[src/rtl/wisc_shift_pkg.sv]
// Shared definitions for the WiscSP-13 shift/rotate units: op encodings,
// sequencer states and default geometry.
package wisc_shift_pkg;

    localparam int DEF_WIDTH  = 16;
    localparam int DEF_STAGES = 4;

    localparam logic [1:0] OP_ROL = 2'b00;
    localparam logic [1:0] OP_SLL = 2'b01;
    localparam logic [1:0] OP_ROR = 2'b10;
    localparam logic [1:0] OP_SRA = 2'b11;

    typedef enum logic [1:0] {
        IDLE  = 2'd0,
        SHIFT = 2'd1,
        DONE  = 2'd2
    } state_t;

    // Width of a stage index; never zero so a one-stage build still has a port.
    function automatic int idx_width(input int stages);
        return (stages > 1) ? $clog2(stages) : 1;
    endfunction

endpackage

[src/rtl/shift_stage.sv]
// One conditional shift/rotate by 2^stage. Shared by every iteration of the
// sequencer, so the stage index selects the distance at run time.
module shift_stage
    import wisc_shift_pkg::*;
#(
    parameter int WIDTH  = DEF_WIDTH,
    parameter int STAGES = DEF_STAGES,
    parameter int SW     = idx_width(STAGES)
) (
    input  logic [WIDTH-1:0] data,
    input  logic [1:0]       op,
    input  logic [SW-1:0]    stage,
    input  logic             en,
    output logic [WIDTH-1:0] shifted
);

    localparam int AW = $clog2(WIDTH) + 1;

    logic [AW-1:0]        amt;
    logic [2*WIDTH-1:0]   dbl;
    logic [2*WIDTH-1:0]   rol_full;
    logic [2*WIDTH-1:0]   ror_full;
    logic [WIDTH-1:0]     result;

    assign amt = AW'(1) << stage;
    assign dbl = {data, data};
    // Rotations shift a doubled copy so the wrapped bits come along for free.
    assign rol_full = dbl << amt;
    assign ror_full = dbl >> amt;

    always_comb begin
        result = data;
        case (op)
            OP_ROL:  result = rol_full[2*WIDTH-1:WIDTH];
            OP_SLL:  result = data << amt;
            OP_ROR:  result = ror_full[WIDTH-1:0];
            OP_SRA:  result = $signed(data) >>> amt;
            default: result = data;
        endcase
    end

    assign shifted = en ? result : data;

endmodule

[src/rtl/iter_lrotator.sv]
// Iterative shift/rotate unit: one count bit per cycle behind a start/busy/done
// handshake. Define ITER_LROTATOR_EARLY_DONE_EN to finish once no count bits remain.
module iter_lrotator
    import wisc_shift_pkg::*;
#(
    parameter int WIDTH  = DEF_WIDTH,
    parameter int STAGES = DEF_STAGES
) (
    input  logic              clk,
    input  logic              rst,
    input  logic              start,
    input  logic [WIDTH-1:0]  In,
    input  logic [STAGES-1:0] Cnt,
    input  logic [1:0]        Op,
    output logic [WIDTH-1:0]  Out,
    output logic              busy,
    output logic              done
);

    localparam int SW = idx_width(STAGES);

    state_t            state;
    logic [WIDTH-1:0]  data;
    logic [STAGES-1:0] cnt;
    logic [1:0]        op;
    logic [SW-1:0]     stage;
    logic [WIDTH-1:0]  shifted;
    logic              finish;

    shift_stage #(
        .WIDTH  (WIDTH),
        .STAGES (STAGES),
        .SW     (SW)
    ) u_stage (
        .data    (data),
        .op      (op),
        .stage   (stage),
        .en      (cnt[stage]),
        .shifted (shifted)
    );

`ifdef ITER_LROTATOR_EARLY_DONE_EN
    // Stop as soon as every count bit above the current stage is clear.
    assign finish = (stage == SW'(STAGES - 1)) || (((cnt >> stage) >> 1) == '0);
`else
    assign finish = (stage == SW'(STAGES - 1));
`endif

    always_ff @(posedge clk or posedge rst) begin
        if (rst) begin
            state <= IDLE;
            data  <= '0;
            cnt   <= '0;
            op    <= '0;
            stage <= '0;
            Out   <= '0;
            busy  <= 1'b0;
            done  <= 1'b0;
        end else begin
            done <= 1'b0;
            case (state)
                IDLE, DONE: begin
                    if (start) begin
                        data  <= In;
                        cnt   <= Cnt;
                        op    <= Op;
                        stage <= '0;
`ifdef ITER_LROTATOR_EARLY_DONE_EN
                        if (Cnt == '0) begin
                            Out   <= In;
                            done  <= 1'b1;
                            busy  <= 1'b0;
                            state <= DONE;
                        end else begin
                            busy  <= 1'b1;
                            state <= SHIFT;
                        end
`else
                        busy  <= 1'b1;
                        state <= SHIFT;
`endif
                    end else begin
                        state <= IDLE;
                    end
                end
                SHIFT: begin
                    data  <= shifted;
                    stage <= stage + 1'b1;
                    if (finish) begin
                        Out   <= shifted;
                        done  <= 1'b1;
                        busy  <= 1'b0;
                        state <= DONE;
                    end
                end
                default: state <= IDLE;
            endcase
        end
    end

endmodule

[config.mk]
export PLATFORM = sky130hd
export DESIGN_NAME = iter_lrotator
export DESIGN_NICKNAME = d
export VERILOG_FILES = /design/src/rtl/wisc_shift_pkg.sv /design/src/rtl/shift_stage.sv /design/src/rtl/iter_lrotator.sv
export SDC_FILE = /design/constraint.sdc
export NUM_CORES = 1
export LEC_CHECK = 0
export CORE_ASPECT_RATIO = 1.4
export CORE_UTILIZATION = 35
export CTS_CLUSTER_DIAMETER = 60
export DETAILED_ROUTE_END_ITERATION = 6
export GPL_TIMING_DRIVEN = 0
export PLACE_DENSITY = 0.65
export SLEW_MARGIN = 20
export SYNTH_ARGS = -nofsm -noshare
export SYNTH_HDL_FRONTEND = slang
export SYNTH_SLANG_ARGS = --single-unit
export TNS_END_PERCENT = 1
[constraint.sdc]
create_clock -name clk -period 2.9 [get_ports clk]
set_clock_uncertainty 0.15 [all_clocks]
set_input_delay 0.435 -clock clk [delete_from_list [all_inputs] [get_ports clk]]
set_output_delay 0.435 -clock clk [all_outputs]
set_load 0.02 [all_outputs]
==> impl_results.md, run 1 <==
* Status: complete, but fails checks
* Critical path arrival at 3010 ps
* Initial Util at 36.31%
* Final hold violations at 0
* Routed vias/inst at 6.654
* CTS tree: done
* Drt wl/cell at 31.28 um
* Area grow syn2layout at 30.89%
* Layout fillers at 1380
* Clk buf depth at 2
* Seq/Total Area, Yosys at 22.44%
* Hold_buf cts at 0
* Gr ovfl total at 0
* Reg2reg start: stage[1]
* First-pass GRT wire length at 37740 um
* Mapped cell area at 4906 sq um
* Synth Register Bits at 44
* HPWL after detailed placement at 19910 um
* Yosys warnings at 0
* Final worst slack at -94.69 ps
* Fin Setup TNS at -605.4 ps
* RSZ-0062 raised after global routing: yes
* Final period utilization at 103.3%
* Maximum clock frequency at 0.3339 GHz
* Post-synth ARST share at 100.0%
* Nets at 686
* Cell count after synthesis at 589
* Skew-Pair Late Insertion Delay at 290 ps
* Largest net degree at the start of global routing at 35
* TritonRoute pass-1 iters at 5
* Crit Path Class: reg -> reg
* Final Setup Violations at 14
* DP Area at 5574 sq um
* CTS Buf Count at 5
* Crit path max fanout at 7
* Die ar. at 14500 sq um
* Worst R2R Path Depth at 11
* Final ANT Viol Nets at 0
* Synth Flop Type: dfrtp_1
* Slew HR at 39.64%
* CTS Root Cell: clkbuf_16
* Post-synth EDFFs at 0
* CTS Sinks at 44
* Synth Net Count at 620
* Via Count at 5583
* CP Data Required Time at 2910 ps
* H-tree Lvls at 2
* Reg-to-reg critical path endpoint: Out[15]
* I/O pins at 43
* Largest area contributor in the netlist: dfrtp_1
* Final GP Congestion at 1.034
* Max-slew violation count at 0
* PortBufs at 42
* Most common cell in the netlist: mux2i_1
* Die X-Extent at 102.1 um
* Vias in the first global route at 5376
* Tightest Pin Transition at 905.5 ps
* Post-synth cell types at 72
* Overall routing resource usage at 37.29%
* Drt total wl at 26240 um
* Type of the tightest min-delay check: in -> async
* Cell area after layout at 6421 sq um
* Synth area leaders: dfrtp_1 (22%), mux2i_1 (13%), mux4_2 (8.7%), nand2_1 (4.4%), o21ai_1 (3.6%)
* Critical Path End Type: flop
* Final design utilization at 47.52%
* Avg Cell Area, Syn at 8.329 sq um
* Top cells by count, synth: mux2i_1 (62), nand2_1 (58), dfrtp_1 (44)
* R2R Setup Slk at -90 ps
* Clock slew at reported path FFs at 60 ps
* Failing checks: setup timing
* MaxCap Viol Count at 0
* Initial antenna violation count at 1
* DRT iter0 DRCs at 540
* Rows at 50
* Post-layout min period at 2995 ps
* Share of layout cells above drive strength 1 at 24.70%
* Yosys top cell area share at 22.44%
* Die height at 142.1 um
* Drt drc at 0
* Startpoint types: flop
* Core area at 13510 sq um
cell families (layout without fill, tap and decap cells):
family | count (synthesis) | after routing | share of synthesized area (%)
and+or+nand+nor | 169 | 169 | 16.53
DFF | 44 | 44 | 22.44
other | 0 | 1 | 0
muxes | 93 | 93 | 24.28
buffers and inverters | 80 | 147 | 8.085
AOI/OAI and AO/OA | 197 | 197 | 27.14
adders and majority gates | 6 | 6 | 1.530
worst max-delay path by stage:
| stage | from | to | slack (ps) | cells past startpoint |
|---|---|---|---|---|
| 5_1_grt | stage[1] | Out[12] | -150 | 11 |
| 3_3_place_gp | stage[0] | Out[3] | -1010 | 11 |
| 4_1_cts | stage[0] | Out[13] | -70 | 12 |
| 2_1_floorplan | stage[1] | Out[15] | 250 | 10 |
| 3_5_place_dp | stage[0] | data[3] | -1000 | 11 |
| 6_report | stage[1] | Out[15] | -90 | 11 |
what timing repair did:
action / CTS / global route
gates resized for setup: 66 / 58
pin swaps: 14 / 18
setup buffers: 11 / 6
setup endpoints to repair: 34 / 32
cloned: 0 / 0
layout by cell type, fill, tap and decap left out, types with 13 or more instances in the layout:
cell type        count
nor2_1              33
mux2i_1             47
a22oi_1             16
clkdlybuf4s50_1     42
o21ai_0             16
o22ai_1             13
nand2b_1            14
a21oi_1             23
clkbuf_1            29
buf_4               22
dfrtp_1             43
o21ai_1             35
nand2_1             57
mux4_2              19
sequential cells by signal, indices dropped and copies added, names as in the netlist:
signal and flops:
state 2, op 2, Out 16, cnt 4, data 16, stage 2, busy 1, done 1
cell type report:
class	count	area [sq um]	area share, %
well taps	182	227.7	3.546
diodes	1	2.502	0.03897
flip-flops and latches	44	1102	17.17
multi-input cells	465	3836	59.74
plain buffers	67	450.4	7.015
repair buffers	60	593.1	9.236
clock inverters	2	35.03	0.5456
clock buffers	6	128.9	2.007
inverters	12	45.04	0.7015
stage by stage:
step | cells | setup WS, ps | hold slack (ps)
global placement | 813 | -1009 | 316.2
global route | 839 | -146.3 | 261.5
CTS | 833 | -74.45 | 251.3
detailed placement | 814 | -1002 | 322.3
finish | 839 | -94.69 | 247.1
floorplan | 589 | 248.3 | 295.0
routing by layer:
layer	up-vias	GRT usage (%)	wire length (um)
met1	2713	46.29	9775
met4	0	22.86	2058
met2	386	60.05	12260
li1	2371	-	-
met3	113	5.747	2144
met5	-	0	0
worst max-delay path, cell delays in order, from the launching register on:
cell,delay (ps)
dfrtp_1,410
buf_6,130
inv_2,70
ha_1,170
buf_6,150
buf_4,120
mux4_2,590
mux2_4,330
nand3_1,100
o21ai_2,90
a2111oi_4,410
o31ai_1,120
Power of run 1 is left out: the tool's default activity adds up to more than one toggle a clock period on the data nets, which glitch-free logic cannot reach.
==> inputs of run 2 (changes only) <==
==> constraint.sdc (replaced) <==
create_clock -name clk -period 2.83 [get_ports clk]
set_clock_uncertainty 0.15 [all_clocks]
set_input_delay 0.4245 -clock clk [delete_from_list [all_inputs] [get_ports clk]]
set_output_delay 0.4245 -clock clk [all_outputs]
set_load 0.02 [all_outputs]
==> run 2 against run 1 <==
Net effect:
- the flow still finishes with violations (setup timing)
- flip-flop and latch count stayed put
- global-route usage is 0.12 points higher
- critical path type unchanged
- critical endpoint is now Out[8]
- first-iteration DRC count is 8.7% higher
- design area is 2.5% higher
- routed wire length is 1.2% higher
==> impl_results.md, run 2 (same netlist as run 1, synthesis figures left out) <==
* Final ANT Viol Nets at 0 (unchanged)
* Failing checks: setup timing (unchanged)
* CTS Sinks at 44 (unchanged)
* Maximum clock frequency at 0.3390 GHz (was 0.3339 GHz)
* Drt wl/cell at 31.63 um (was 31.28 um)
* Critical Path End Type: flop (unchanged)
* Final worst slack at -119.8 ps (was -94.69 ps)
* Final Setup Violations at 18 (was 14)
* Final GP Congestion at 1.034 (unchanged)
* Gr ovfl total at 0 (unchanged)
* Worst hold slack at 239.6 ps (was 247.1 ps)
* Skew-Pair Late Insertion Delay at 290 ps (about the same)
* TritonRoute pass-1 iters at 6 (was 5)
* Startpoint types: flop (unchanged)
* Final period utilization at 104.2% (was 103.3%)
* First-pass GRT wire length at 37850 um (was 37740 um)
* CTS Root Cell: clkbuf_16 (unchanged)
* CTS Buf Count at 5 (unchanged)
* Crit path max fanout at 7 (unchanged)
* Post-layout min period at 2950 ps (was 2995 ps)
* Vias in the first global route at 5387 (was 5376)
* Die X-Extent at 102.1 um (unchanged)
* Nets at 688 (was 686)
* Commonest non-fill, non-tap cells in the layout: nand2_1 (57), mux2i_1 (47), dfrtp_1 (43) (unchanged)
* Antenna fix cells at 0 (was 1)
* Commonest non-fill, non-tap cell in the layout: nand2_1 (unchanged)
* Type of the tightest min-delay check: in -> async (unchanged)
* Cell area after layout at 6581 sq um (was 6421 sq um)
* H-tree Lvls at 2 (unchanged)
* Area grow syn2layout at 34.15% (was 30.89%)
* Core area at 13510 sq um (unchanged)
* Overall routing resource usage at 37.41% (was 37.29%)
* DP Area at 5574 sq um (unchanged)
* Share of layout cells above drive strength 1 at 26.44% (was 24.70%)
* DRT iter0 DRCs at 587 (was 540)
* Initial Util at 36.31% (unchanged)
* Largest net degree at the start of global routing at 35 (unchanged)
* HPWL after detailed placement at 19910 um (unchanged)
* CTS tree: done (unchanged)
* Initial antenna violation count at 0 (was 1)
* Rows at 50 (unchanged)
* Clk buf depth at 2 (unchanged)
* Final hold violations at 0 (unchanged)
* Max-slew violation count at 0 (unchanged)
* PortBufs at 42 (unchanged)
* Slew HR at 37.68% (was 39.64%)
* CP Data Required Time at 2890 ps (was 2910 ps)
* Top Registers: Out: 16 flops, data: 16 flops, cnt: 4 flops (unchanged)
* I/O pins at 43 (unchanged)
* Status: complete, but fails checks (unchanged)
* Routed vias/inst at 6.696 (was 6.654)
* Die ar. at 14500 sq um (unchanged)
* Clock slew at reported path FFs at 60 ps (about the same)
* RSZ-0062 raised after global routing: yes (unchanged)
* Drt total wl at 26570 um (was 26240 um)
* Worst R2R Path Depth at 12 (was 11)
* Tightest Pin Transition at 934.8 ps (was 905.5 ps)
* Die height at 142.1 um (unchanged)
* Drt drc at 0 (unchanged)
* Crit Path Class: reg -> reg (unchanged)
* Via Count at 5625 (was 5583)
* Non-filler cells, final at 840 (was 839)
* Dpl cells at 814 (unchanged)
* MaxCap Viol Count at 0 (unchanged)
* Critical path arrival at 3010 ps (about the same)
## run 2: cell count changes in the layout (fill, tap and decap cells not counted), moves of 2 or more
cell and delta:
ha_1 -2, a31oi_2 +2, o22ai_2 +2, mux2i_4 +3
clkbuf_1 -3, mux2i_2 -3, a31oi_1 -2, buf_4 -5
buf_6 +5, o22ai_1 -2
## run 2: per-layer routing
layer | track usage, % | wire, um | share of wire (%) | vias to the layer above
met5 | 0 | 0 | 0 | -
met4 | 24.06 | 2294 | 8.6 | 0
met3 | 5.157 | 2031 | 7.6 | 121
met2 | 59.17 | 12300 | 46 | 386
met1 | 47.31 | 9945 | 37 | 2747
li1 | - | - | - | 2371
## run 2: area by class of cell
type | count | area, sq um
buffer | 67 | 473.0
clock buffer | 6 | 128.9
clock inverter | 2 | 35.03
fill | 1361 | 6932
inverter | 12 | 50.05
multi-input combinational | 465 | 3920
sequential | 44 | 1102
tap | 182 | 227.7
timing repair buffer | 62 | 644.4
## run 2: stage by stage
| step | setup WS [ps] | TNS, ps | utilization [%] |
|---|---|---|---|
| detailed placement | -1072 | -17700 | 41.25 |
| floorplan | 178.3 | 0 | - |
| global placement | -1079 | -18630 | 41.10 |
| finish | -119.8 | -1178 | 48.70 |
| global route | -178.2 | -2049 | 48.70 |
| CTS | -123.2 | -1339 | 45.78 |
## run 2: what timing repair did
action                                  4_1_cts  5_1_grt
setup buffers                                11        7
hold buffers                                  0        0
endpoints found under the setup margin       36       31
cloned                                        0        1
resized for setup                            77       76
pin swaps                                    15       30
## run 2: path summary, 6_finish.rpt
check | from | end | slack (ps)
max reg2reg | stage[0] | Out[8] | -120
max | stage[0] | Out[8] | -120
min reg2reg | busy | busy | 330
min in group clk | busy | busy | 330
min | rst | data[10] | 240
max in group asynchronous | rst | stage[0] | 1800
## run 2: worst max-delay path: stages (launching register included)
cell      delay, ps
dfrtp_2         460
buf_6           140
ha_4            150
buf_8           130
buf_12          120
buf_12          140
buf_8           140
mux2i_4         190
mux4_2          560
nand3_2         110
a32o_1          140
o211ai_1        210
a21oi_1         220
Power of run 2 is left out for the same reason.
